### src/rtl/link_framer.sv
`default_nettype none
// ============================================================================
//  Module   : link_framer
//  Function : Buffers the gapped merged readout stream in a small FIFO and
//             emits framed 64-bit link words (header, data, trailer) over a
//             valid/ready interface towards the inter-board link serializer.
//  Revision : 1.0  initial release
// ============================================================================
module link_framer #(
    parameter int FIFO_DEPTH = 16,   // entries of 54 bits, power of two 4..64
    parameter int HOLDOFF    = 3     // cycles after new_event that ignore inputs
) (
    input  logic        clk,
    input  logic        reset,       // asynchronous, active-low
    input  logic        new_event,
    input  logic [2:0]  BX,
    input  logic [53:0] in_dat,
    input  logic        in_valid,
    input  logic        in_done,
    output logic [63:0] out_word,
    output logic        out_valid,
    input  logic        out_ready,
    output logic        overflow,
    output logic        busy
);

    localparam int c_AW   = $clog2(FIFO_DEPTH);
    localparam int c_HO_W = (HOLDOFF < 1) ? 1 : $clog2(HOLDOFF + 1);

    localparam logic [c_AW:0]     c_FIFO_FULL = (c_AW + 1)'(FIFO_DEPTH);
    localparam logic [c_HO_W-1:0] c_HOLD_LOAD = c_HO_W'(HOLDOFF);
    localparam logic [6:0]        c_CNT_MAX   = 7'd127;

    localparam logic [7:0] c_K_HDR = 8'hBC;
    localparam logic [7:0] c_K_DAT = 8'hDA;
    localparam logic [7:0] c_K_TRL = 8'hEF;

    typedef enum logic [1:0] {
        S_IDLE    = 2'd0,
        S_HEADER  = 2'd1,
        S_DATA    = 2'd2,
        S_TRAILER = 2'd3
    } state_t;

    state_t r_state;
    state_t w_state_nxt;

    // Input FIFO
    logic [53:0]     r_mem [FIFO_DEPTH];
    logic [c_AW-1:0] r_wr_ptr;
    logic [c_AW-1:0] r_rd_ptr;
    logic [c_AW:0]   r_fcnt;

    // Frame context
    logic [c_HO_W-1:0] r_holdoff;
    logic [2:0]        r_bx;
    logic [2:0]        r_bx_pend;
    logic              r_pending;
    logic [6:0]        r_count;
    logic              r_trunc;
    logic              r_ovf;
    logic              r_done_seen;
    logic              r_loaded;     // header/trailer of the current state is in the output register

    // Output register
    logic [63:0] r_out_word;
    logic        r_out_valid;
    logic        r_overflow;

    // Combinational controls
    logic w_hold;
    logic w_xfer;
    logic w_out_free;
    logic w_empty;
    logic w_full;
    logic w_push_req;
    logic w_push;
    logic w_drop;
    logic w_pop;
    logic w_load_hdr;
    logic w_load_trl;
    logic w_start;       // new_event from IDLE
    logic w_abort;       // new_event while HEADER/DATA: truncate current frame
    logic w_trl_event;   // new_event while the trailer is still pending
    logic w_restart;     // trailer done, a new event is waiting: straight to HEADER

    assign w_hold     = (r_holdoff != '0);
    assign w_xfer     = r_out_valid & out_ready;
    assign w_out_free = ~r_out_valid | out_ready;
    assign w_empty    = (r_fcnt == '0);
    assign w_full     = (r_fcnt == c_FIFO_FULL);

    // A new_event flushes the FIFO on its edge, so a word arriving with it is discarded.
    assign w_push_req = in_valid & ~w_hold & ~new_event;
    assign w_push     = w_push_req & (~w_full | w_pop);
    assign w_drop     = w_push_req & w_full & ~w_pop;

    // State register
    always_ff @(posedge clk or negedge reset) begin
        if (!reset) r_state <= S_IDLE;
        else        r_state <= w_state_nxt;
    end

    // Next-state logic and per-cycle datapath controls
    always_comb begin
        w_state_nxt = r_state;
        w_pop       = 1'b0;
        w_load_hdr  = 1'b0;
        w_load_trl  = 1'b0;
        w_start     = 1'b0;
        w_abort     = 1'b0;
        w_trl_event = 1'b0;
        w_restart   = 1'b0;
        case (r_state)
            S_IDLE: begin
                if (new_event) begin
                    w_start     = 1'b1;
                    w_state_nxt = S_HEADER;
                end
            end
            S_HEADER: begin
                if (new_event) begin
                    w_abort     = 1'b1;
                    w_state_nxt = S_TRAILER;
                end else if (!r_loaded) begin
                    w_load_hdr = w_out_free;
                end else if (w_xfer) begin
                    // Output register frees up as the header leaves: start data now.
                    w_pop       = ~w_empty;
                    w_state_nxt = S_DATA;
                end
            end
            S_DATA: begin
                if (new_event) begin
                    w_abort     = 1'b1;
                    w_state_nxt = S_TRAILER;
                end else if (w_out_free && !w_empty) begin
                    w_pop = 1'b1;
                end else if (r_done_seen && w_empty && w_out_free && !w_push_req) begin
                    // A word arriving this cycle must still precede the trailer.
                    w_state_nxt = S_TRAILER;
                end
            end
            S_TRAILER: begin
                if (r_loaded && w_xfer) begin
                    if (r_pending || new_event) begin
                        w_restart   = 1'b1;
                        w_state_nxt = S_HEADER;
                    end else begin
                        w_state_nxt = S_IDLE;
                    end
                end else begin
                    w_trl_event = new_event;
                    w_load_trl  = ~r_loaded & w_out_free;
                end
            end
            default: w_state_nxt = S_IDLE;
        endcase
    end

    // Holdoff counter: masks in_valid/in_done while the upstream sets up
    always_ff @(posedge clk or negedge reset) begin
        if (!reset)          r_holdoff <= '0;
        else if (new_event)  r_holdoff <= c_HOLD_LOAD;
        else if (w_hold)     r_holdoff <= r_holdoff - 1'b1;
    end

    // FIFO pointers and occupancy; any new_event flushes
    always_ff @(posedge clk or negedge reset) begin
        if (!reset) begin
            r_wr_ptr <= '0;
            r_rd_ptr <= '0;
            r_fcnt   <= '0;
        end else if (new_event) begin
            r_wr_ptr <= '0;
            r_rd_ptr <= '0;
            r_fcnt   <= '0;
        end else begin
            if (w_push) r_wr_ptr <= r_wr_ptr + 1'b1;
            if (w_pop)  r_rd_ptr <= r_rd_ptr + 1'b1;
            case ({w_push, w_pop})
                2'b10:   r_fcnt <= r_fcnt + 1'b1;
                2'b01:   r_fcnt <= r_fcnt - 1'b1;
                default: r_fcnt <= r_fcnt;
            endcase
        end
    end

    // FIFO storage (contents are don't-care until written)
    always_ff @(posedge clk) begin
        if (w_push) r_mem[r_wr_ptr] <= in_dat;
    end

    // Frame context: BX, pending event, count and status flags
    always_ff @(posedge clk or negedge reset) begin
        if (!reset) begin
            r_bx        <= '0;
            r_bx_pend   <= '0;
            r_pending   <= 1'b0;
            r_count     <= '0;
            r_trunc     <= 1'b0;
            r_ovf       <= 1'b0;
            r_done_seen <= 1'b0;
            r_loaded    <= 1'b0;
        end else begin
            if (w_start)        r_bx <= BX;
            else if (w_restart) r_bx <= new_event ? BX : r_bx_pend;

            if (w_restart) begin
                r_pending <= 1'b0;
            end else if (w_abort || w_trl_event) begin
                r_pending <= 1'b1;
                r_bx_pend <= BX;
            end

            if (w_start || w_restart)              r_count <= '0;
            else if (w_pop && r_count != c_CNT_MAX) r_count <= r_count + 1'b1;

            if (w_start || w_restart) r_trunc <= 1'b0;
            else if (w_abort)         r_trunc <= 1'b1;

            // A drop coinciding with a restart belongs to the new frame.
            if (w_drop)                      r_ovf <= 1'b1;
            else if (w_start || w_restart)   r_ovf <= 1'b0;

            if (new_event)                r_done_seen <= 1'b0;
            else if (in_done && !w_hold)  r_done_seen <= 1'b1;

            if (w_state_nxt != r_state)      r_loaded <= 1'b0;
            else if (w_load_hdr || w_load_trl) r_loaded <= 1'b1;
        end
    end

    // Output register: loads when free or transferring, otherwise holds
    always_ff @(posedge clk or negedge reset) begin
        if (!reset) begin
            r_out_word  <= '0;
            r_out_valid <= 1'b0;
            r_overflow  <= 1'b0;
        end else begin
            r_overflow <= w_drop;
            if (w_load_hdr) begin
                r_out_word  <= {c_K_HDR, r_bx, 53'd0};
                r_out_valid <= 1'b1;
            end else if (w_pop) begin
                r_out_word  <= {c_K_DAT, 2'b00, r_mem[r_rd_ptr]};
                r_out_valid <= 1'b1;
            end else if (w_load_trl) begin
                r_out_word  <= {c_K_TRL, r_bx, r_count, r_trunc, r_ovf, 44'd0};
                r_out_valid <= 1'b1;
            end else if (w_xfer) begin
                r_out_valid <= 1'b0;
            end
        end
    end

    assign out_word  = r_out_word;
    assign out_valid = r_out_valid;
    assign overflow  = r_overflow;
    assign busy      = (r_state != S_IDLE);

endmodule
`default_nettype wire

### config.mk
export PLATFORM = sky130hd
export DESIGN_NAME = link_framer
export DESIGN_NICKNAME = d
export VERILOG_FILES = /design/src/rtl/link_framer.sv
export SDC_FILE = /design/constraint.sdc
export NUM_CORES = 1
export LEC_CHECK = 0
export BUFFER_PORTS_ARGS = -buffer_cell sky130_fd_sc_hd__buf_2
export CORE_ASPECT_RATIO = 1.2
export CORE_MARGIN = 2
export CORE_UTILIZATION = 25
export CTS_CLUSTER_DIAMETER = 80
export DETAILED_ROUTE_END_ITERATION = 10
export PLACE_DENSITY_LB_ADDON = 0.3
export SLEW_MARGIN = 0
export SYNTH_ARGS = -nofsm -noshare
export SYNTH_HDL_FRONTEND = slang
export SYNTH_SLANG_ARGS = --single-unit
### constraint.sdc
create_clock -name clk -period 7.8 [get_ports clk]
set_input_delay 0.78 -clock clk [delete_from_list [all_inputs] [get_ports clk]]
set_output_delay 0.78 -clock clk [all_outputs]
set_load 0.005 [all_outputs]
-- Word level (Yosys, flattened, before mapping)
Memory sizes are Yosys's and may differ from the RTL's.
Cells that the tools add are included.
- eq/ne operators: 8
- reductions and logical operators: 33
- mux-type cells: 61
- bitwise operators: 17
- add/sub/neg operators: 6
- operator list (kind ; number):
    two-way mux 64 bit ; 3
    two-way mux 1 bit ; 35
    nonzero test 2 bit ; 12
    two-way mux 2 bit ; 10
    two-way mux 4 bit ; 4
    two-way mux 7 bit ; 2
    case mux 5 bit (2 select lines) ; 1
    two-way mux 3 bit ; 3
    adder 4 x 1 -> 4 bit (second input constant) ; 2
    NOT 1 bit ; 8
    case mux 2 bit (4 select lines) ; 1
    adder 7 x 1 -> 7 bit (second input constant) ; 1
    bitwise AND 1 bit ; 7
    logical AND 1 bit ; 7
    != test 7 bit (second input constant) ; 1
    == test 2 bit (second input constant) ; 3
    nonzero test 3 bit ; 2
    adder 5 x 1 -> 5 bit (second input constant) ; 1
    == test 5 bit (second input constant) ; 1
    logical NOT 5 bit ; 1
    two-way mux 5 bit ; 1
    subtractor 5 x 1 -> 5 bit (second input constant) ; 1
    == test 2 x 1 -> 1 bit (second input constant) ; 2
    logical OR 1 bit ; 4
    9 further kinds ; 12
- bits in registers: 101
- output and inout port bits: 67
- memory bits (writable): 864
- logic and storage cells: 142
- memories kept: 1
- memory list (name ; depth ; bits a word ; read ports ; clocked after Yosys merged registers in ; wr ports ; line ; text):
    r_mem ; 16 ; 54 ; 1 ; 0 ; 1 ; 49 ; logic [53:0] r_mem [FIFO_DEPTH];

-- Longest topological paths before layout
- word-level depth: 12
- depth in mapped cells: 11
- mapped depth without buffers: 11

-- Worst setup path after synthesis
No wires, ideal clock.
- path kind: in2reg
- from: in new_event
- to: mem r_mem[11][0] (enable)
- path buffers: 2
- library setup time: 0.600 ns
- arrival time: 6.957 ns
- setup slack: 0.243 ns
- required time: 7.200 ns
- cell stages on the path: 6
- cells stage by stage: clkbuf_1 nor2b_1 and3_1 o21ai_1 clkbuf_1 nor4_1
- longest elaborated chain between the ends: 6
- RTL lines (what ; line ; text):
    start: declaration ; 15 ; input logic new_event,
    two-way mux 1 bit (on tied branches) ; 134, 122 ;
    case mux 1 bit (2 select lines) ; 114 ; case (r_state)
    bitwise OR 1 bit ; 95 ; assign w_push = w_push_req & (~w_full | w_pop);
    bitwise AND 1 bit (*) ; 95 ;
    two-way mux 1 bit (*) ; 191 ; if (w_push) r_mem[r_wr_ptr] <= in_dat;
    two-way mux 1 bit (not written as such) (*) ; 191 ;
    end: declaration ; 49 ;
Every way passes the cells marked *; elsewhere a longest branch is shown, timed or not.

-- Final worst setup path
- from: reg r_state[0]
- to: mem r_mem[12][34] (enable)
- longest elaborated chain between the ends: 6
- RTL lines (what ; line ; text):
    start: declaration ; 45 ; state_t r_state;
    start signal: assignment ; 101 ; else r_state <= w_state_nxt;
    == test 2 bit / == test 2 x 1 -> 1 bit (equally long branches) ; 114 ;
    case mux 1 bit (2 select lines) (*) ; 114 ;
    bitwise OR 1 bit (*) ; 95 ;
    bitwise AND 1 bit (*) ; 95 ;
    two-way mux 1 bit (*) ; 191 ;
    two-way mux 1 bit (not written as such) (*) ; 191 ;
Marked as above.

==> impl_summary.txt <==
----------------------------------------------------
[Pwr]
  Leak pwr ... 13.6 nW
  Peak ir drop on the vdd network ... 0.149 mV
  P per Cell Area ... 253 nW/µm²
  Overall power consumption ... 10.9 mW

[Worst setup path]
  Largest delay contributor family on the critical path ... simple AND/OR/NAND/NOR gates
  Setup slack, reg-to-reg ... 4.10 ns
  Worst Path Arrival ... 4.00 ns
  Kind of launch point of the worst setup path ... register
  Critical path buffer and inverter count ... 3
  Launching element of the worst setup path ... r_state[0]
  Biggest fanout along the worst timing path ... 54
  CP peak stage delay ... 0.77 ns
  Crit path top cell by count ... sky130_fd_sc_hd__buf_4
  CP cell instances ... inv_1 > ha_1 > nor2b_1 > and3_1 > o21ai_1 > buf_4 > or3_1 > nor2_4 > buf_4
  Reg2reg path depth ... 9
  Kind of end point of the critical path ... register
  Cell with the largest stage delay on the worst path ... sky130_fd_sc_hd__buf_4
  RR Endpoint ... r_mem[12][34]
  Origin of the critical flop-to-flop path ... r_state[0]
  WP data required ... 8.10 ns
  Critical path class ... reg -> reg

[Logic synthesis]
  Most used DFF post-synth ... sky130_fd_sc_hd__edfxtp_1
  Distinct cells, synth ... 54
  Main combinational cell family by area after synthesis ... multiplexers
  #FFs+latches synth ... 962
  Share of flip-flops with an asynchronous set or reset after synthesis ... 10.2%
  Warnings, synthesis ... 0
  Share of synthesized area spent on multiplexers ... 16.6%
  Post-synthesis share of cell area spent on and, or, nand and nor gates ... 1.77%
  Synthesized netlist net count ... 1,710
  Number of flops mapped to enable cells by yosys ... 864
  Xor and xnor area share after synthesis ... 0.309%
  Area of the mapped netlist ... 36,800 µm²
  Compound-Gate Fraction of Synth Area ... 2.43%
  Mean Syn Cell Area ... 22.5 µm²
  Fraction of the yosys area taken by sequential cells ... 77.1%
  Adder-cell share of the synthesized area ... 0.442%
  Post-synthesis instance total ... 1,634

[Clock tree]
  Resized Gates After CTS ... 0
  Worst skew pair latency ... 0.69 ns
  H-tree depth ... 3
  Hold buffers post-CTS ... 0
  Maximum number of buffers from clock root to sink ... 3
  TritonCTS clock tree ... built
  Setup fix buffers added after clock tree synthesis ... 0
  # clock sinks ... 962
  Clock-pin slew on the worst setup and hold paths ... 0.06 ns
  Master cell of the clock root buffer ... sky130_fd_sc_hd__clkbuf_16
  Number of CTS-inserted buffers ... 99

[Drt]
  DRC violation count after routing ... 0
  Average wire per cell in the routed design ... 23.5 µm
  Via density ... 4.49
  Sum of routed wire length over all layers ... 90.5 mm
  Total via count after detailed routing ... 17,272
  Antenna-violating nets left ... 0
  Detailed Route Iter0 Violations ... 1,387
  Pre-Repair DR Iteration Count ... 5

[Timing]
  Count of pins over their slew limit ... 0
  Final setup violating endpoints ... 0
  Worst clock skew on the final layout ... 0.0345 ns
  Fraction of the cycle the final worst path needs ... 47.4%
  Transition time of the tightest slew-check pin ... 1.16 ns
  Unrepaired setup endpoints after global routing ... false
  Worst slew margin ... 21.8%
  Count of endpoints failing hold in the final timing report ... 0
  Final TNS setup ... 0 ns
  Worst hold margin ... 0.125 ns
  Shortest period the worst path allows ... 3.70 ns
  Maximum operating frequency ... 0.270 GHz

[Job]
  Max_cap viols ... 0

[GRT]
  Number of global-route vias before repair ... 18,410
  Congestion Overflow GR ... 0
  Total GRT Usage ... 12.0%
  First-pass GRT wire length ... 132 mm
  Pin count of the biggest net entering global routing ... 121
  Antenna violations before repair ... 26

[Floorplanning]
  Area of the core ... 146,000 µm²
  Number of ports placed on the die boundary ... 130
  Number of core rows ... 154
  Effective utilization at floorplan ... 25.1%
  Die Ht ... 424 µm
  Die footprint ... 150,000 µm²
  Die X ... 354 µm

[Finish]
  Fraction of final layout cells sized beyond drive strength 1 ... 31.3%
  Number of nets in the final layout ... 1,890
  Core occupancy in the finished layout ... 29.4%
  Number of fill cells in the layout ... 14,265
  Top library cells by usage in the layout, fill and taps aside ... sky130_fd_sc_hd__edfxtp_1, sky130_fd_sc_hd__mux4_2, sky130_fd_sc_hd__buf_2, sky130_fd_sc_hd__clkbuf_16, sky130_fd_sc_hd__dfrtp_1
  Filler-free cell count of the finished design ... 3,848
  Most common cell after layout, fill and taps aside ... sky130_fd_sc_hd__edfxtp_1
  Area growth, synth to finish ... 17.1%

[Min path]
  Path type of the worst min-delay path ... in -> async

[Outcome]
  Outcome ... finished, final reports clean

[Placed design]
  DP Cell Count ... 3,663
  Sum of net half-perimeters after detailed placement ... 50.2 mm
  Number of input and output port buffers inserted ... 129
  RD Place Congestion ... 0.758

----------------------------------------------------
==> power by group <==
| part | switching, mW | internal [mW] | total [mW] |
|---|---|---|---|
| registers | 0.0739 | 5.70 | 5.77 |
| logic | 0.364 | 0.179 | 0.543 |
| clock network | 1.94 | 2.64 | 4.58 |
==> Yosys cell counts (all sizes together), types with 2 or more instances <==
master / n / share of area [%]
edfxtp: 864 / 70
mux4: 261 / 16
dfrtp: 98 / 6.7
a22o: 45 / 1.1
buf: 45 / 0.66
nor2: 45 / 0.46
clkbuf: 44 / 0.45
nand2: 31 / 0.32
a21oi: 21 / 0.29
mux2i: 20 / 0.54
inv: 18 / 0.18
nor4: 15 / 0.25
ha: 13 / 0.44
o21ai: 13 / 0.18
nand3: 10 / 0.14
a211oi: 9 / 0.18
nor3: 8 / 0.15
xor2: 7 / 0.17
and3: 6 / 0.10
o221ai: 6 / 0.14
xnor2: 6 / 0.14
nand4: 5 / 0.085
mux2: 4 / 0.12
nand2b: 4 / 0.068
o21a: 4 / 0.082
or3: 4 / 0.068
o22a: 3 / 0.071
o22ai: 3 / 0.051
a41oi: 2 / 0.048
nor2b: 2 / 0.034
or4: 2 / 0.051
==> layer usage <==
metal	track usage [%]	up-vias	routed length (µm)
li1	-	7275	-
met1	15.7	9339	38800
met2	19.9	492	44300
met3	2.80	142	5450
met4	3.33	24	1810
met5	0	-	149
==> flip-flops by register name, indices dropped and copies added (netlist names) <==
name         cells
r_mem          864
out_word        61
r_count          7
r_fcnt           5
r_rd_ptr         4
r_wr_ptr         4
r_bx             3
r_bx_pend        3
r_holdoff        2
r_state          2
out_valid        1
overflow         1
r_done_seen      1
r_loaded         1
r_ovf            1
r_pending        1
r_trunc          1
==> logic make-up (layout without fill, tap and decap cells) <==
| kind of cell | after synthesis | in the layout |
|---|---|---|
| AO/OA/AOI/OAI | 120 | 120 |
| XOR/XNOR | 13 | 13 |
| adder cells (fa/ha/maj) | 13 | 13 |
| buffers and inverters | 107 | 369 |
| flip-flops | 962 | 962 |
| multiplexers | 285 | 285 |
| other | 0 | 2 |
| AND/OR/NAND/NOR | 134 | 134 |
==> cell type report <==
type	count	area, µm²	share of cell area [%]
flip-flops and latches	962	28400	65.9
multi-input cells	565	8060	18.7
clock buffers	148	2840	6.58
well taps	1950	2440	5.66
repair buffers	168	978	2.27
clock inverters	35	308	0.714
inverters	18	70.1	0.163
diodes	2	5.00	0.0116
==> worst max-delay path by stage <==
| stage | end | depth (start not counted) |
|---|---|---|
| after floorplan | r_mem[11][0] | 6 |
| after global placement | r_mem[14][29] | 8 |
| after detailed placement | r_mem[15][29] | 8 |
| after CTS | r_mem[14][50] | 9 |
| after global routing | r_mem[15][51] | 9 |
| final | r_mem[12][34] | 9 |
==> metrics by stage <==
| stage | setup WS [ns] | instance area [µm²] |
|---|---|---|
| final | 4.10 | 43100 |
| after global routing | 3.89 | 43100 |
| after floorplan | 0.243 | 36800 |
| after global placement | 3.90 | 40000 |
| after detailed placement | 3.88 | 40000 |
| after CTS | 4.06 | 43100 |
Power figures use the tool's default switching activity.
